<file path="config.mk">
export PLATFORM = sky130hd
export DESIGN_NAME = dmc_fetch_scheduler
export DESIGN_NICKNAME = d
export VERILOG_FILES = /design/src/rtl/dmc_fetch_scheduler.sv
export SDC_FILE = /design/constraint.sdc
export NUM_CORES = 1
export LEC_CHECK = 0
export BUFFER_PORTS_ARGS = -buffer_cell sky130_fd_sc_hd__buf_4
export CORE_MARGIN = 2
export CORE_UTILIZATION = 40
export CTS_CLUSTER_DIAMETER = 100
export DETAILED_ROUTE_END_ITERATION = 10
export GPL_ROUTABILITY_DRIVEN = 0
export PLACE_DENSITY = 0.58
export SETUP_SLACK_MARGIN = 0.2
export SLEW_MARGIN = 20
export SYNTH_ARGS = -nofsm -noshare
export SYNTH_HDL_FRONTEND = slang
export SYNTH_SLANG_ARGS = --single-unit
</file>
<file path="constraint.sdc">
create_clock -name clk -period 5.8 [get_ports clk]
set_clock_uncertainty 0.15 [all_clocks]
set_input_delay 1.16 -clock clk [delete_from_list [all_inputs] [get_ports clk]]
set_output_delay 1.16 -clock clk [all_outputs]
set_load 0.01 [all_outputs]
</file>
<file path="src/rtl/dmc_fetch_scheduler.sv">
// DMC sample fetch sequencer: owns $4010-$4013, the one-byte sample buffer,
// the bytes-remaining counter and the DMC IRQ; requests bytes from the DMA controller.
module dmc_fetch_scheduler (
    input  logic        clk,
    input  logic        reset,
    input  logic        ce,
    input  logic        reg_write,
    input  logic [1:0]  reg_addr,
    input  logic [7:0]  reg_data,
    input  logic        status_write,
    input  logic        dmc_enable,
    input  logic        dmc_ack,
    input  logic [7:0]  data_from_ram,
    input  logic        buf_take,
    output logic        dmc_trigger,
    output logic [15:0] dmc_dma_addr,
    output logic        buf_valid,
    output logic [7:0]  buf_data,
    output logic        irq,
    output logic        active
);

    // state | meaning
    // IDLE  | buffer full or nothing left to fetch
    // REQ   | fetch requested, waiting for dmc_ack
    typedef enum logic {IDLE = 1'b0, REQ = 1'b1} state_t;

    state_t      state_q, state_d;
    logic        irq_en_q, irq_en_d;
    logic        loop_q, loop_d;
    logic [7:0]  a_q, a_d;
    logic [7:0]  l_q, l_d;
    logic [15:0] addr_q, addr_d;
    logic [11:0] remaining_q, remaining_d;
    logic        buf_valid_q, buf_valid_d;
    logic [7:0]  buf_data_q, buf_data_d;
    logic        irq_q, irq_d;

    logic [15:0] start_addr;
    logic [11:0] length;
    logic [15:0] addr_inc;
    logic [11:0] rem_dec;
    logic        capture;

    assign start_addr = {2'b11, a_q, 6'b000000};
    assign length     = {l_q, 4'b0000} + 12'd1;
    assign addr_inc   = (addr_q == 16'hFFFF) ? 16'h8000 : addr_q + 16'd1;
    assign rem_dec    = remaining_q - 12'd1;

    always_comb begin
        state_d     = state_q;
        irq_en_d    = irq_en_q;
        loop_d      = loop_q;
        a_d         = a_q;
        l_d         = l_q;
        addr_d      = addr_q;
        remaining_d = remaining_q;
        buf_valid_d = buf_valid_q;
        buf_data_d  = buf_data_q;
        irq_d       = irq_q;
        capture     = 1'b0;

        if (ce) begin
            if (reg_write) begin
                case (reg_addr)
                    2'd0: begin
                        irq_en_d = reg_data[7];
                        loop_d   = reg_data[6];
                    end
                    2'd2:    a_d = reg_data;
                    2'd3:    l_d = reg_data;
                    default: ;
                endcase
            end

            // A disable cancels any in-flight request and drops a same-cycle ack
            if (status_write && !dmc_enable) begin
                remaining_d = 12'd0;
                state_d     = IDLE;
            end else begin
                if (status_write && remaining_q == 12'd0) begin
                    addr_d      = start_addr;
                    remaining_d = length;
                end
                case (state_q)
                    IDLE: begin
                        if (!buf_valid_q && remaining_q != 12'd0)
                            state_d = REQ;
                    end
                    REQ: begin
                        if (dmc_ack) begin
                            capture     = 1'b1;
                            state_d     = IDLE;
                            buf_data_d  = data_from_ram;
                            buf_valid_d = 1'b1;
                            addr_d      = addr_inc;
                            remaining_d = rem_dec;
                            if (rem_dec == 12'd0) begin
                                if (loop_q) begin
                                    addr_d      = start_addr;
                                    remaining_d = length;
                                end else if (irq_en_q) begin
                                    irq_d = 1'b1;
                                end
                            end
                        end
                    end
                    default: state_d = IDLE;
                endcase
            end

            if (buf_take && buf_valid_q && !capture)
                buf_valid_d = 1'b0;

            // Clears are applied last so they win over a same-cycle IRQ set
            if (status_write || (reg_write && reg_addr == 2'd0 && !reg_data[7]))
                irq_d = 1'b0;
        end
    end

    always_ff @(posedge clk) begin
        if (reset) begin
            state_q     <= IDLE;
            irq_en_q    <= 1'b0;
            loop_q      <= 1'b0;
            a_q         <= 8'h00;
            l_q         <= 8'h00;
            addr_q      <= 16'hC000;
            remaining_q <= 12'd0;
            buf_valid_q <= 1'b0;
            buf_data_q  <= 8'h00;
            irq_q       <= 1'b0;
        end else begin
            state_q     <= state_d;
            irq_en_q    <= irq_en_d;
            loop_q      <= loop_d;
            a_q         <= a_d;
            l_q         <= l_d;
            addr_q      <= addr_d;
            remaining_q <= remaining_d;
            buf_valid_q <= buf_valid_d;
            buf_data_q  <= buf_data_d;
            irq_q       <= irq_d;
        end
    end

    assign dmc_trigger  = (state_q == REQ);
    assign dmc_dma_addr = addr_q;
    assign buf_valid    = buf_valid_q;
    assign buf_data     = buf_data_q;
    assign irq          = irq_q;
    assign active       = (remaining_q != 12'd0);

endmodule

</file>
==> reports/summary.log, run 1 <==
INFO  synth          syn_inst=386
INFO  setup_path     setup.worst_path.class=register to register
INFO  clocking       clk_transition_reported_paths=0.07ns
INFO  min_path       hold_path.class=register to register
INFO  pwr            flop_pwr_share=40.6%
INFO  floorplanning  num_io_pins=54
INFO  finish         multi_input_comb_area=1700squm
INFO  grt            grt_max_degree=61
INFO  pwr            power.share.switching=24.8%
INFO  detailed_routing drtPass1Iterations=4
INFO  detailed_routing remaining_drc_errors=0
INFO  sta            timing_worst_slew_pin_value=0.983ns
INFO  clocking       cts-buffers-inserted=9
INFO  sta            report.final.hold_viol_count=0
INFO  clocking       h-tree-depth=3
INFO  sta            maxSlewViolCount=0
INFO  sta            fmax=0.289GHz
INFO  detailed_routing drt.antenna.violating_nets=0
INFO  placement      dpl.hpwl=5870microns
INFO  setup_path     worstPathArrival=3.53ns
INFO  placement      post-place-cells=514
INFO  grt            grt_use_total=20.9%
INFO  clocking       clk_root_buffer_cell=sky130_fd_sc_hd__clkbuf_8
INFO  finish         areaGrowthSynthToFinish=21.6%
INFO  floorplanning  die_h=91.1microns
INFO  synth          synthesis.area_per_instance=7.86squm
INFO  clocking       postCtsHoldBufs=0
INFO  detailed_routing wirelength=8470microns
INFO  finish         sequential_cell_area=1140squm
INFO  placement      numPortBuffers=53
INFO  clocking       clockBufferDepth=2
INFO  finish         nets=456
INFO  finish         final.fill_count=757
INFO  setup_path     worstReg2RegStart=remaining_q[0]
INFO  finish         layout.cells.non_filler=530
INFO  setup_path     ff2ff_path_depth=8
INFO  synth          synth_nets=416
INFO  detailed_routing route.vias.total=2993
INFO  pwr            leakage=1.38nW
INFO  finish         antenna-diode-count=0
INFO  floorplanning  initial_core_util=41.6%
INFO  clocking       post_cts_resize_count=0
INFO  synth          yosys_warnings=0
INFO  detailed_routing avgViaCountPerCell=5.65
INFO  clocking       cts_sinks=57
INFO  pwr            pwr-share-comb=13.2%
INFO  synth          syn-cell-area=3030squm
INFO  detailed_routing detail_route.wl_per_cell=16.0microns
INFO  detailed_routing drt-initial-drc-count=180
INFO  min_path       hold_start=a_q[7]
INFO  synth          synth_flop_cell=sky130_fd_sc_hd__dfxtp_1
INFO  synth          post_synth_num_cell_types=57
INFO  synth          synth.yosys.seq_area_share=37.6%
INFO  clocking       cts_tree=built
INFO  grt            grt_pass1_wl=14000microns
INFO  grt            globalRoute.totalOverflow=0
INFO  sta            holdWs=0.306ns
INFO  clocking       clock_insertion_delay_worst_skew=0.33ns
INFO  sta            setup_repair_after_global_routing_missed_its_margin=no
INFO  run            max-cap-violations=0
INFO  floorplanning  std_cell_rows=31
INFO  floorplanning  die_width=91.1microns
INFO  grt            first_global_vias=2776
INFO  pwr            switching_power=0.000254W
INFO  synth          async_reset_ff_share=0%
INFO  sta            period_needed=3.46ns
INFO  setup_path     reg2reg_setup_slack=2.34ns
INFO  pwr            power_per_cell_area=278nW/um^2
INFO  setup_path     setup.worst_path.end_class=register
INFO  run_status     outcome=finished clean
INFO  sta            post-route-period-util=59.6%
INFO  sta            setup_viol=0
INFO  pwr            ir_drop=0.000134V
INFO  grt            antenna_found_initial=0
INFO  setup_path     critPathMaxFanout=14
INFO  sta            timing.setup.tns=0ns
INFO  setup_path     cp-start-kind=register
INFO  pwr            power_frac_clock=46.2%
INFO  pwr            power_report.internal_total=0.000771W
INFO  sta            worst_slew_margin_rel=34.1%
INFO  floorplanning  design.die.area=8300squm
INFO  synth          synth-edff-count=0
INFO  setup_path     critical_path_required=5.88ns
INFO  setup_path     regToRegEndpoint=dmc_dma_addr[13]
INFO  synth          synth.ff_latch_count=57
INFO  clocking       postCtsSetupBuffers=0
INFO  finish         final_layout_size_suffix_gt1_share=20.2%
INFO  floorplanning  core_area=7290squm
INFO  setup_path     cp-endpoint=dmc_dma_addr[13]
INFO  setup_path     cp-startpoint=remaining_q[0]
-- placed cells by master, fill, tap and decap left out, types with 2 or more instances in the layout --
cell	n
sky130_fd_sc_hd__nand2_1	71
sky130_fd_sc_hd__dfxtp_1	57
sky130_fd_sc_hd__buf_4	53
sky130_fd_sc_hd__a21oi_1	52
sky130_fd_sc_hd__nor2_1	24
sky130_fd_sc_hd__inv_1	19
sky130_fd_sc_hd__nand3_1	11
sky130_fd_sc_hd__clkbuf_8	11
sky130_fd_sc_hd__nor3_1	10
sky130_fd_sc_hd__xnor2_1	10
sky130_fd_sc_hd__nand4_1	9
sky130_fd_sc_hd__o22ai_1	7
sky130_fd_sc_hd__o221a_2	7
sky130_fd_sc_hd__a22oi_1	6
sky130_fd_sc_hd__nor4_1	5
sky130_fd_sc_hd__a31oi_1	5
sky130_fd_sc_hd__xor2_1	5
sky130_fd_sc_hd__nand2b_1	4
sky130_fd_sc_hd__ha_1	4
sky130_fd_sc_hd__nor4b_1	3
sky130_fd_sc_hd__or4_1	3
sky130_fd_sc_hd__nand4b_1	3
sky130_fd_sc_hd__a32oi_1	3
sky130_fd_sc_hd__bufinv_16	3
sky130_fd_sc_hd__and4b_1	2
sky130_fd_sc_hd__nand3b_1	2
sky130_fd_sc_hd__or4b_2	2
sky130_fd_sc_hd__o21ai_0	2
sky130_fd_sc_hd__and3_1	2
sky130_fd_sc_hd__a31o_2	2
sky130_fd_sc_hd__or3_1	2
sky130_fd_sc_hd__and4_1	2
sky130_fd_sc_hd__nor2b_1	2
sky130_fd_sc_hd__o31a_1	2
sky130_fd_sc_hd__a221oi_1	2
sky130_fd_sc_hd__mux2i_1	2
-- worst min path at each step --
stage,to,cells after the start,slack [ns]
floorplan,a_q[5],2,0.29
finish,a_q[7],2,0.31
detailed placement,buf_data[1],2,0.30
global route,a_q[4],2,0.34
global placement,buf_data[6],2,0.29
CTS,buf_data[1],2,0.31
-- worst max-delay path, cell delays in order, from the launching register on --
cell,delay [ns]
sky130_fd_sc_hd__dfxtp_1,0.36
sky130_fd_sc_hd__inv_1,0.14
sky130_fd_sc_hd__ha_1,0.30
sky130_fd_sc_hd__nor3b_2,0.38
sky130_fd_sc_hd__a31oi_1,0.14
sky130_fd_sc_hd__or4b_1,0.51
sky130_fd_sc_hd__nor3_2,0.76
sky130_fd_sc_hd__a21oi_2,0.27
sky130_fd_sc_hd__o221a_2,0.33
-- synthesized netlist by cell type (all sizes together), types with 9 or more instances --
| master | number | area, sq um |
|---|---|---|
| inv | 19 | 71.3 |
| xnor2 | 10 | 87.6 |
| buf | 11 | 72.6 |
| nor3 | 11 | 60.1 |
| nand2 | 71 | 267 |
| clkbuf | 13 | 48.8 |
| dfxtp | 57 | 1140 |
| a21oi | 53 | 269 |
| nand3 | 11 | 55.1 |
| nor2 | 25 | 93.8 |
| nand4 | 9 | 56.3 |
-- state kept, by name (all words and copies together) (netlist names) --
| register | cells |
|---|---|
| l_q | 8 |
| irq_en_q | 1 |
| irq | 1 |
| buf_data | 8 |
| remaining_q | 12 |
| dmc_dma_addr | 16 |
| a_q | 8 |
| buf_valid | 1 |
| loop_q | 1 |
| dmc_trigger | 1 |
-- layer usage --
metal	global-route usage (%)	routed length [microns]	vias to the layer above
li1	-	-	1470
met1	29.0	4060	1395
met2	30.6	3810	118
met3	6.80	495	10
met4	6.94	108	0
met5	0	0	-
-- kinds of logic after synthesis --
group,count (synthesis),share of synthesized area [%]
AOI/OAI and AO/OA,101,21.9
xor gates and xnor gates,15,4.33
adders and majority gates,4,1.65
buffers and inverters,43,6.35
DFF,57,37.6
muxes,2,0.660
and+or+nand+nor,164,27.5
-- stage by stage --
step | utilization [%] | power [W] | instance area [sq um] | worst slack [ns]
after detailed placement | 47.1 | 0.000558 | 3430 | 2.30
after floorplan | - | 0.000509 | 3030 | 3.11
after global routing | 50.6 | 0.00107 | 3690 | 2.06
after global placement | 47.1 | 0.000558 | 3430 | 2.42
final | 50.6 | 0.00102 | 3690 | 2.34
after CTS | 50.6 | 0.00103 | 3690 | 2.33
-- cell type report --
cell class	count	share of cell area, %
Timing Repair Buffer	53	10.8
Multi-Input combinational cell	286	46.1
Sequential cell	57	30.9
Tap cell	99	3.36
Clock buffer	12	4.20
Inverter	19	1.93
Clock inverter	4	2.68
-- power by group through the flow --
stage	Clock [W]	Combinational, W	Sequential [W]
2_1_floorplan	0	0.0000862	0.000423
3_3_place_gp	0	0.000134	0.000424
3_5_place_dp	0	0.000134	0.000425
4_1_cts	0.000483	0.000135	0.000416
5_1_grt	0.000504	0.000150	0.000417
6_report	0.000473	0.000136	0.000416
Note: power is estimated with default switching activity, not from simulation.
==> inputs of run 2 (changes only) <==
--- a/config.mk
+++ b/config.mk
@@ -5,6 +5,7 @@
 export SDC_FILE = /design/constraint.sdc
 export NUM_CORES = 1
 export LEC_CHECK = 0
+export ABC_AREA = 1
 export BUFFER_PORTS_ARGS = -buffer_cell sky130_fd_sc_hd__buf_4
 export CORE_MARGIN = 2
 export CORE_UTILIZATION = 40
==> constraint.sdc (replaced) <==
create_clock -name clk -period 3.25 [get_ports clk]
set_clock_uncertainty 0.15 [all_clocks]
set_input_delay 0.65 -clock clk [delete_from_list [all_inputs] [get_ports clk]]
set_output_delay 0.65 -clock clk [all_outputs]
set_load 0.01 [all_outputs]
==> run 2 against run 1 <==
Non-clock buffer count is 8 higher. Sequential share of layout area is 2.8 points lower. Critical path type unchanged. Core utilization is 1.0 points lower. Combinational power grew to 3.0 times the previous value. Fmax is 30% higher. Cell count is 29% higher.
==> reports/summary.log, run 2 <==
INFO  run_status     outcome=finished clean
INFO  pwr            ir_drop=0.000213V
INFO  finish         mostFrequentLayoutCells=sky130_fd_sc_hd__nand2_1 (105), sky130_fd_sc_hd__buf_4 (61), sky130_fd_sc_hd__nor2_1 (60)
INFO  pwr            power_frac_clock=37.7%
INFO  setup_path     setup.worst_path.class=register to register
INFO  clocking       clockBufferDepth=2
INFO  setup_path     reg2reg_setup_slack=0.58ns
INFO  setup_path     cp-startpoint=remaining_q[0]
INFO  finish         mostFrequentLayoutCell=sky130_fd_sc_hd__nand2_1
INFO  grt            grt_use_total=22.9%
INFO  setup_path     critical_path_required=3.32ns
INFO  finish         largest_register_ff_count=16
INFO  setup_path     cp-endpoint=dmc_dma_addr[8]
INFO  grt            globalRoute.totalOverflow=0
INFO  setup_path     worstReg2RegStart=remaining_q[0]
INFO  synth          yosys-top-cells-area=sky130_fd_sc_hd__dfxtp_1 (34%), sky130_fd_sc_hd__nand2_1 (12%), sky130_fd_sc_hd__a21oi_1 (7.3%), sky130_fd_sc_hd__nor2_1 (6.7%), sky130_fd_sc_hd__inv_1 (6.0%)
INFO  sta            timing.setup.tns=0ns
INFO  setup_path     max_stage_delay=0.41ns
INFO  setup_path     crit_buf_inv=1
INFO  setup_path     critPathMostFrequentCell=sky130_fd_sc_hd__nand2_1
INFO  synth          synthMostInstantiatedCell=sky130_fd_sc_hd__nand2_1
INFO  floorplanning  core_area=8180squm
INFO  detailed_routing drtPass1Iterations=5
INFO  setup_path     setup.worst_path.end_class=register
INFO  synth          async_reset_ff_share=0%
INFO  synth          synth_nets=552
INFO  detailed_routing remaining_drc_errors=0
INFO  finish         layout.cells.non_filler=683
INFO  floorplanning  num_io_pins=54
INFO  finish         antenna-diode-count=0
INFO  grt            antenna_found_initial=0
INFO  clocking       cts-buffers-inserted=9
INFO  pwr            power_report.internal_total=0.00131W
INFO  floorplanning  design.die.area=9160squm
INFO  finish         areaGrowthSynthToFinish=20.6%
INFO  placement      dpl.hpwl=7140microns
INFO  placement      numPortBuffers=53
INFO  clocking       cts_tree=built
INFO  synth          yosys_warnings=0
INFO  setup_path     ff2ff_path_depth=12
INFO  synth          syn-cell-area=3360squm
INFO  detailed_routing drt-initial-drc-count=230
INFO  synth          synth_flop_cell=sky130_fd_sc_hd__dfxtp_1
INFO  floorplanning  die_h=95.7microns
INFO  grt            first_global_vias=3237
INFO  sta            timing_worst_slew_pin_value=0.909ns
INFO  floorplanning  die_width=95.7microns
INFO  clocking       postCtsHoldBufs=0
INFO  clocking       h-tree-depth=3
INFO  floorplanning  initial_core_util=41.1%
INFO  synth          synth.yosys.seq_area_share=33.9%
INFO  setup_path     path_cells=inv_2, ha_1, xnor2_1, nand2_1, nor2_1, nand3_1, nor2_2, nand3_2, nand2_1, nand3_1, nand2_1, a21oi_1
INFO  synth          synth-edff-count=0
INFO  synth          synth_top_area_share=33.9%
INFO  finish         final_layout_size_suffix_gt1_share=17.3%
INFO  setup_path     critPathMaxFanout=20
INFO  synth          synthesis.area_per_instance=6.44squm
INFO  synth          ys_top_cells_by_count=sky130_fd_sc_hd__nand2_1 (105), sky130_fd_sc_hd__nor2_1 (60), sky130_fd_sc_hd__dfxtp_1 (57), sky130_fd_sc_hd__inv_1 (54), sky130_fd_sc_hd__a21oi_1 (49)
INFO  synth          post_synth_num_cell_types=35
INFO  sta            report.final.hold_viol_count=0
INFO  sta            fmax=0.375GHz
INFO  detailed_routing drt.antenna.violating_nets=0
INFO  pwr            design_power_total=0.00190W
INFO  clocking       clock_insertion_delay_worst_skew=0.34ns
INFO  run            max-cap-violations=0
INFO  clocking       clk_root_buffer_cell=sky130_fd_sc_hd__clkbuf_8
INFO  pwr            flop_pwr_share=40.9%
INFO  clocking       postCtsSetupBuffers=0
INFO  sta            post-route-period-util=82.1%
INFO  synth          synth.ff_latch_count=57
INFO  sta            setup_viol=0
INFO  setup_path     cp-start-kind=register
INFO  detailed_routing wirelength=10100microns
INFO  pwr            switching_power=0.000589W
INFO  clocking       clk_transition_reported_paths=0.07ns
INFO  setup_path     worst-path-stages=12
INFO  synth          syn_inst=522
INFO  min_path       hold_path.class=register to register
INFO  detailed_routing avgViaCountPerCell=5.33
INFO  clocking       cts_sinks=57
INFO  setup_path     regToRegEndpoint=dmc_dma_addr[8]
INFO  finish         nets=603
INFO  sta            setup_repair_after_global_routing_missed_its_margin=no
INFO  pwr            leakage=1.77nW
INFO  pwr            pwr-share-comb=21.3%
INFO  floorplanning  std_cell_rows=33
INFO  setup_path     worst_path_max_delay_cell=sky130_fd_sc_hd__nand3_2
INFO  sta            maxSlewViolCount=0
INFO  pwr            power.share.switching=31.1%
INFO  grt            grt_max_degree=34
INFO  detailed_routing route.vias.total=3640
INFO  pwr            power_per_cell_area=468nW/um^2
INFO  placement      post-place-cells=667
INFO  setup_path     worstPathArrival=2.73ns
INFO  clocking       post_cts_resize_count=0
INFO  grt            grt_pass1_wl=16300microns
INFO  setup_path     path_delay_family=simple AND/OR/NAND/NOR gates
INFO  sta            period_needed=2.67ns
INFO  synth          synth_area_leader_cell=sky130_fd_sc_hd__dfxtp_1
INFO  detailed_routing detail_route.wl_per_cell=14.7microns
INFO  sta            worst_slew_margin_rel=39.3%
-- run 2: changes by cell type after synthesis, sizes merged, moves of 4 or more --
cell / change
o211ai: +7
nand2: +38
a31oi: -4
nand2b: -4
xnor2: -9
o21ai: +42
nor2: +44
nand3: +30
inv: +40
o221a: -7
a22oi: -6
nand4: +11
-- run 2: power by group through the flow --
stage	combinational [W]	sequential, W	clock (W)
3_5_place_dp	0.000399	0.000791	0
2_1_floorplan	0.000258	0.000790	0
5_1_grt	0.000455	0.000781	0.000752
4_1_cts	0.000401	0.000776	0.000723
6_report	0.000405	0.000776	0.000716
3_3_place_gp	0.000397	0.000790	0
-- run 2: kinds of logic after synthesis --
logic type	after synthesis	share of synthesized area (%)
adders and majority gates	4	1.49
DFF	57	33.9
AOI/OAI and AO/OA	113	18.1
xor gates and xnor gates	8	2.08
and+or+nand+nor	257	34.4
buffers and inverters	83	10.0
-- run 2: final cells by class --
cell class	count	area (sq um)
Multi-Input combinational cell	382	1880
Clock buffer	14	173
Inverter	62	233
Timing Repair Buffer	61	458
Tap cell	105	131
Fill cell	885	4120
Clock inverter	2	35.0
Sequential cell	57	1140
-- run 2: tightest hold or removal path, cell delays in order (launching register included) --
cell,delay [ns]
sky130_fd_sc_hd__dfxtp_1,0.30
sky130_fd_sc_hd__inv_1,0.08
sky130_fd_sc_hd__a21oi_1,0.07
-- run 2: routing by layer --
metal	GRT usage, %	vias up	routed length [microns]
met1	32.8	1679	4920
li1	-	1828	-
met2	35.1	125	4410
met4	6.07	0	89
met3	4.62	8	650
met5	0	-	0
-- run 2: worst min path at each step --
stage,startpoint,slack [ns],to,cells past startpoint
2_1_floorplan,irq_en_q,0.28,irq_en_q,2
3_3_place_gp,l_q[4],0.33,l_q[4],2
3_5_place_dp,l_q[4],0.33,l_q[4],2
4_1_cts,l_q[4],0.34,l_q[4],2
5_1_grt,l_q[4],0.36,l_q[4],2
6_report,l_q[4],0.34,l_q[4],2
-- run 2: metrics by stage --
step                      utilization, %  setup WS [ns]  cell area, sq um  hold slack [ns]
after floorplan                        -           1.20              3360            0.280
after global placement              47.1          0.625              3850            0.329
after detailed placement            47.1          0.649              3850            0.332
after CTS                           49.6          0.627              4060            0.345
after global routing                49.6          0.367              4060            0.360
final                               49.6          0.583              4060            0.344
==> inputs of run 3 (changes only) <==
--- a/config.mk
+++ b/config.mk
@@ -5,7 +5,7 @@
 export SDC_FILE = /design/constraint.sdc
 export NUM_CORES = 1
 export LEC_CHECK = 0
-export ABC_AREA = 1
+export ABC_AREA = 0
 export BUFFER_PORTS_ARGS = -buffer_cell sky130_fd_sc_hd__buf_4
 export CORE_MARGIN = 2
 export CORE_UTILIZATION = 40
==> constraint.sdc (replaced) <==
create_clock -name clk -period 2.75 [get_ports clk]
set_clock_uncertainty 0.15 [all_clocks]
set_input_delay 0.55 -clock clk [delete_from_list [all_inputs] [get_ports clk]]
set_output_delay 0.55 -clock clk [all_outputs]
set_load 0.01 [all_outputs]
==> run 3 against run 2 <==
Sequential share of layout area up 0.15 points. Largest cell class unchanged. Largest power group is now the clock network. Sequential cell count unchanged. Highest routed layer unchanged. Critical path type unchanged. Register-to-register slack worse by 0.46 ns. Cell count down 18%.
==> reports/summary.log, run 3 (synthesis gave the netlist of run 1 again) <==
INFO  finish         layout.cells.non_filler=560
INFO  finish         finalInstanceArea=4060squm
INFO  clocking       cts-buffers-inserted=9
INFO  floorplanning  design.die.area=8300squm
INFO  setup_path     setup.worst_path.class=register to register
INFO  clocking       clk_transition_reported_paths=0.07ns
INFO  sta            timing.setup.tns=0ns
INFO  detailed_routing avgViaCountPerCell=5.51
INFO  detailed_routing wirelength=8970microns
INFO  sta            fmax=0.381GHz
INFO  min_path       hold_path.class=primary input to register
INFO  sta            setup_repair_after_global_routing_missed_its_margin=yes
INFO  clocking       cts_tree=built
INFO  clocking       clockBufferDepth=2
INFO  grt            antenna_found_initial=0
INFO  detailed_routing detail_route.wl_per_cell=16.0microns
INFO  sta            period_needed=2.62ns
INFO  finish         mostFrequentLayoutCells=sky130_fd_sc_hd__buf_4 (78), sky130_fd_sc_hd__nand2_1 (70), sky130_fd_sc_hd__dfxtp_1 (54)
INFO  sta            post-route-period-util=95.3%
INFO  setup_path     critPathMaxFanout=9
INFO  detailed_routing drt-initial-drc-count=160
INFO  grt            grt_pass1_wl=14400microns
INFO  setup_path     cp-start-kind=register
INFO  setup_path     ff2ff_path_depth=7
INFO  finish         final_layout_size_suffix_gt1_share=28.9%
INFO  finish         areaGrowthSynthToFinish=33.7%
INFO  setup_path     critical_path_required=2.83ns
INFO  placement      dpl.hpwl=6290microns
INFO  floorplanning  core_area=7290squm
INFO  sta            setup_viol=0
INFO  sta            worst_slew_margin_rel=62.6%
INFO  detailed_routing drtPass1Iterations=4
INFO  setup_path     setup.worst_path.end_class=register
INFO  pwr            ir_drop=0.000357V
INFO  run            max-cap-violations=0
INFO  floorplanning  die_h=91.1microns
INFO  finish         nets=486
INFO  clocking       clock_insertion_delay_worst_skew=0.35ns
INFO  pwr            power_per_cell_area=564nW/um^2
INFO  placement      numPortBuffers=53
INFO  floorplanning  std_cell_rows=31
INFO  finish         mostFrequentLayoutCell=sky130_fd_sc_hd__buf_4
INFO  sta            report.final.hold_viol_count=0
INFO  clocking       cts_sinks=57
INFO  grt            globalRoute.totalOverflow=0
INFO  run_status     outcome=finished clean
INFO  pwr            leakage=1.57nW
INFO  clocking       postCtsHoldBufs=0
INFO  detailed_routing drt.antenna.violating_nets=0
INFO  sta            holdWs=0.304ns
INFO  grt            first_global_vias=2957
INFO  floorplanning  num_io_pins=54
INFO  detailed_routing remaining_drc_errors=0
INFO  floorplanning  initial_core_util=41.6%
INFO  detailed_routing route.vias.total=3084
INFO  sta            maxSlewViolCount=0
INFO  clocking       clk_root_buffer_cell=sky130_fd_sc_hd__clkbuf_8
INFO  setup_path     worstPathArrival=2.71ns
INFO  floorplanning  die_width=91.1microns
INFO  finish         largest_register_ff_count=16
INFO  grt            grt_max_degree=40
INFO  placement      placedInstanceArea=3620squm
INFO  clocking       h-tree-depth=3
INFO  grt            grt_use_total=21.7%
INFO  placement      post-place-cells=535
INFO  finish         antenna-diode-count=0
INFO  min_path       hold-path-cell-count=3
INFO  sta            timing_worst_slew_pin_value=0.559ns
INFO  finish         postLayoutCoreUtil=55.6%
-- run 3: cell count changes in the layout (fill, tap and decap cells not counted), sizes merged, moves of 9 or more --
cell / before / now
buf: 61 / 83
inv: 59 / 19
nand2: 109 / 71
nand3: 41 / 11
nand4: 20 / 9
nor2: 69 / 25
o21ai: 45 / 3
xnor2: 1 / 10
-- run 3: report_power, final --
group | internal [W] | switching, W | total (W) | leakage (nW)
clock network | 0.000695 | 0.000376 | 0.00107 | 0.133
registers | 0.000849 | 0.0000295 | 0.000878 | 0.463
logic | 0.000161 | 0.000176 | 0.000337 | 0.978
total | 0.00170 | 0.000582 | 0.00229 | 1.57
-- run 3: through the flow --
step / setup WS [ns] / power, W
after floorplan: 0.225 / 0.00108
after global placement: 0.0728 / 0.00120
after detailed placement: 0.00136 / 0.00121
after CTS: 0.113 / 0.00229
after global routing: 0.0303 / 0.00237
final: 0.128 / 0.00229
-- run 3: layer usage --
layer	vias up	track usage, %	wire, microns
met5	-	0	0
met4	0	9.09	198
met3	18	4.07	536
met2	100	34.4	4040
met1	1437	28.9	4190
li1	1529	-	-
-- run 3: what timing repair did --
item | in CTS | in global routing
resized for setup | 21 | 8
buffers inserted | 8 | 1
hold endpoints to repair | 0 | 0
endpoints found under the setup margin | 27 | 26
pin swaps | 10 | 8
-- run 3: layout make-up --
| type | count | area (sq um) |
|---|---|---|
| sequential | 57 | 1150 |
| clock inverter | 7 | 143 |
| fill | 735 | 3240 |
| multi-input combinational | 286 | 1800 |
| tap | 99 | 124 |
| timing repair buffer | 83 | 642 |
| clock buffer | 9 | 124 |
| inverter | 19 | 76.3 |
-- run 3: worst max-delay path, stage by stage (launching register included) --
cell,delay (ns)
sky130_fd_sc_hd__dfxtp_2,0.40
sky130_fd_sc_hd__nor4_2,0.48
sky130_fd_sc_hd__a211oi_1,0.16
sky130_fd_sc_hd__a311oi_2,0.38
sky130_fd_sc_hd__nor3_4,0.10
sky130_fd_sc_hd__buf_6,0.14
sky130_fd_sc_hd__or4_1,0.46
sky130_fd_sc_hd__a31o_2,0.24
-- run 3: final timing paths --
| kind | from | to | slack [ns] |
|---|---|---|---|
| max | remaining_q[2] | dmc_dma_addr[15] | 0.13 |
| min | data_from_ram[7] | buf_data[7] | 0.30 |
| max reg2reg | remaining_q[2] | dmc_dma_addr[15] | 0.13 |
| min reg2reg | buf_data[7] | buf_data[7] | 0.31 |
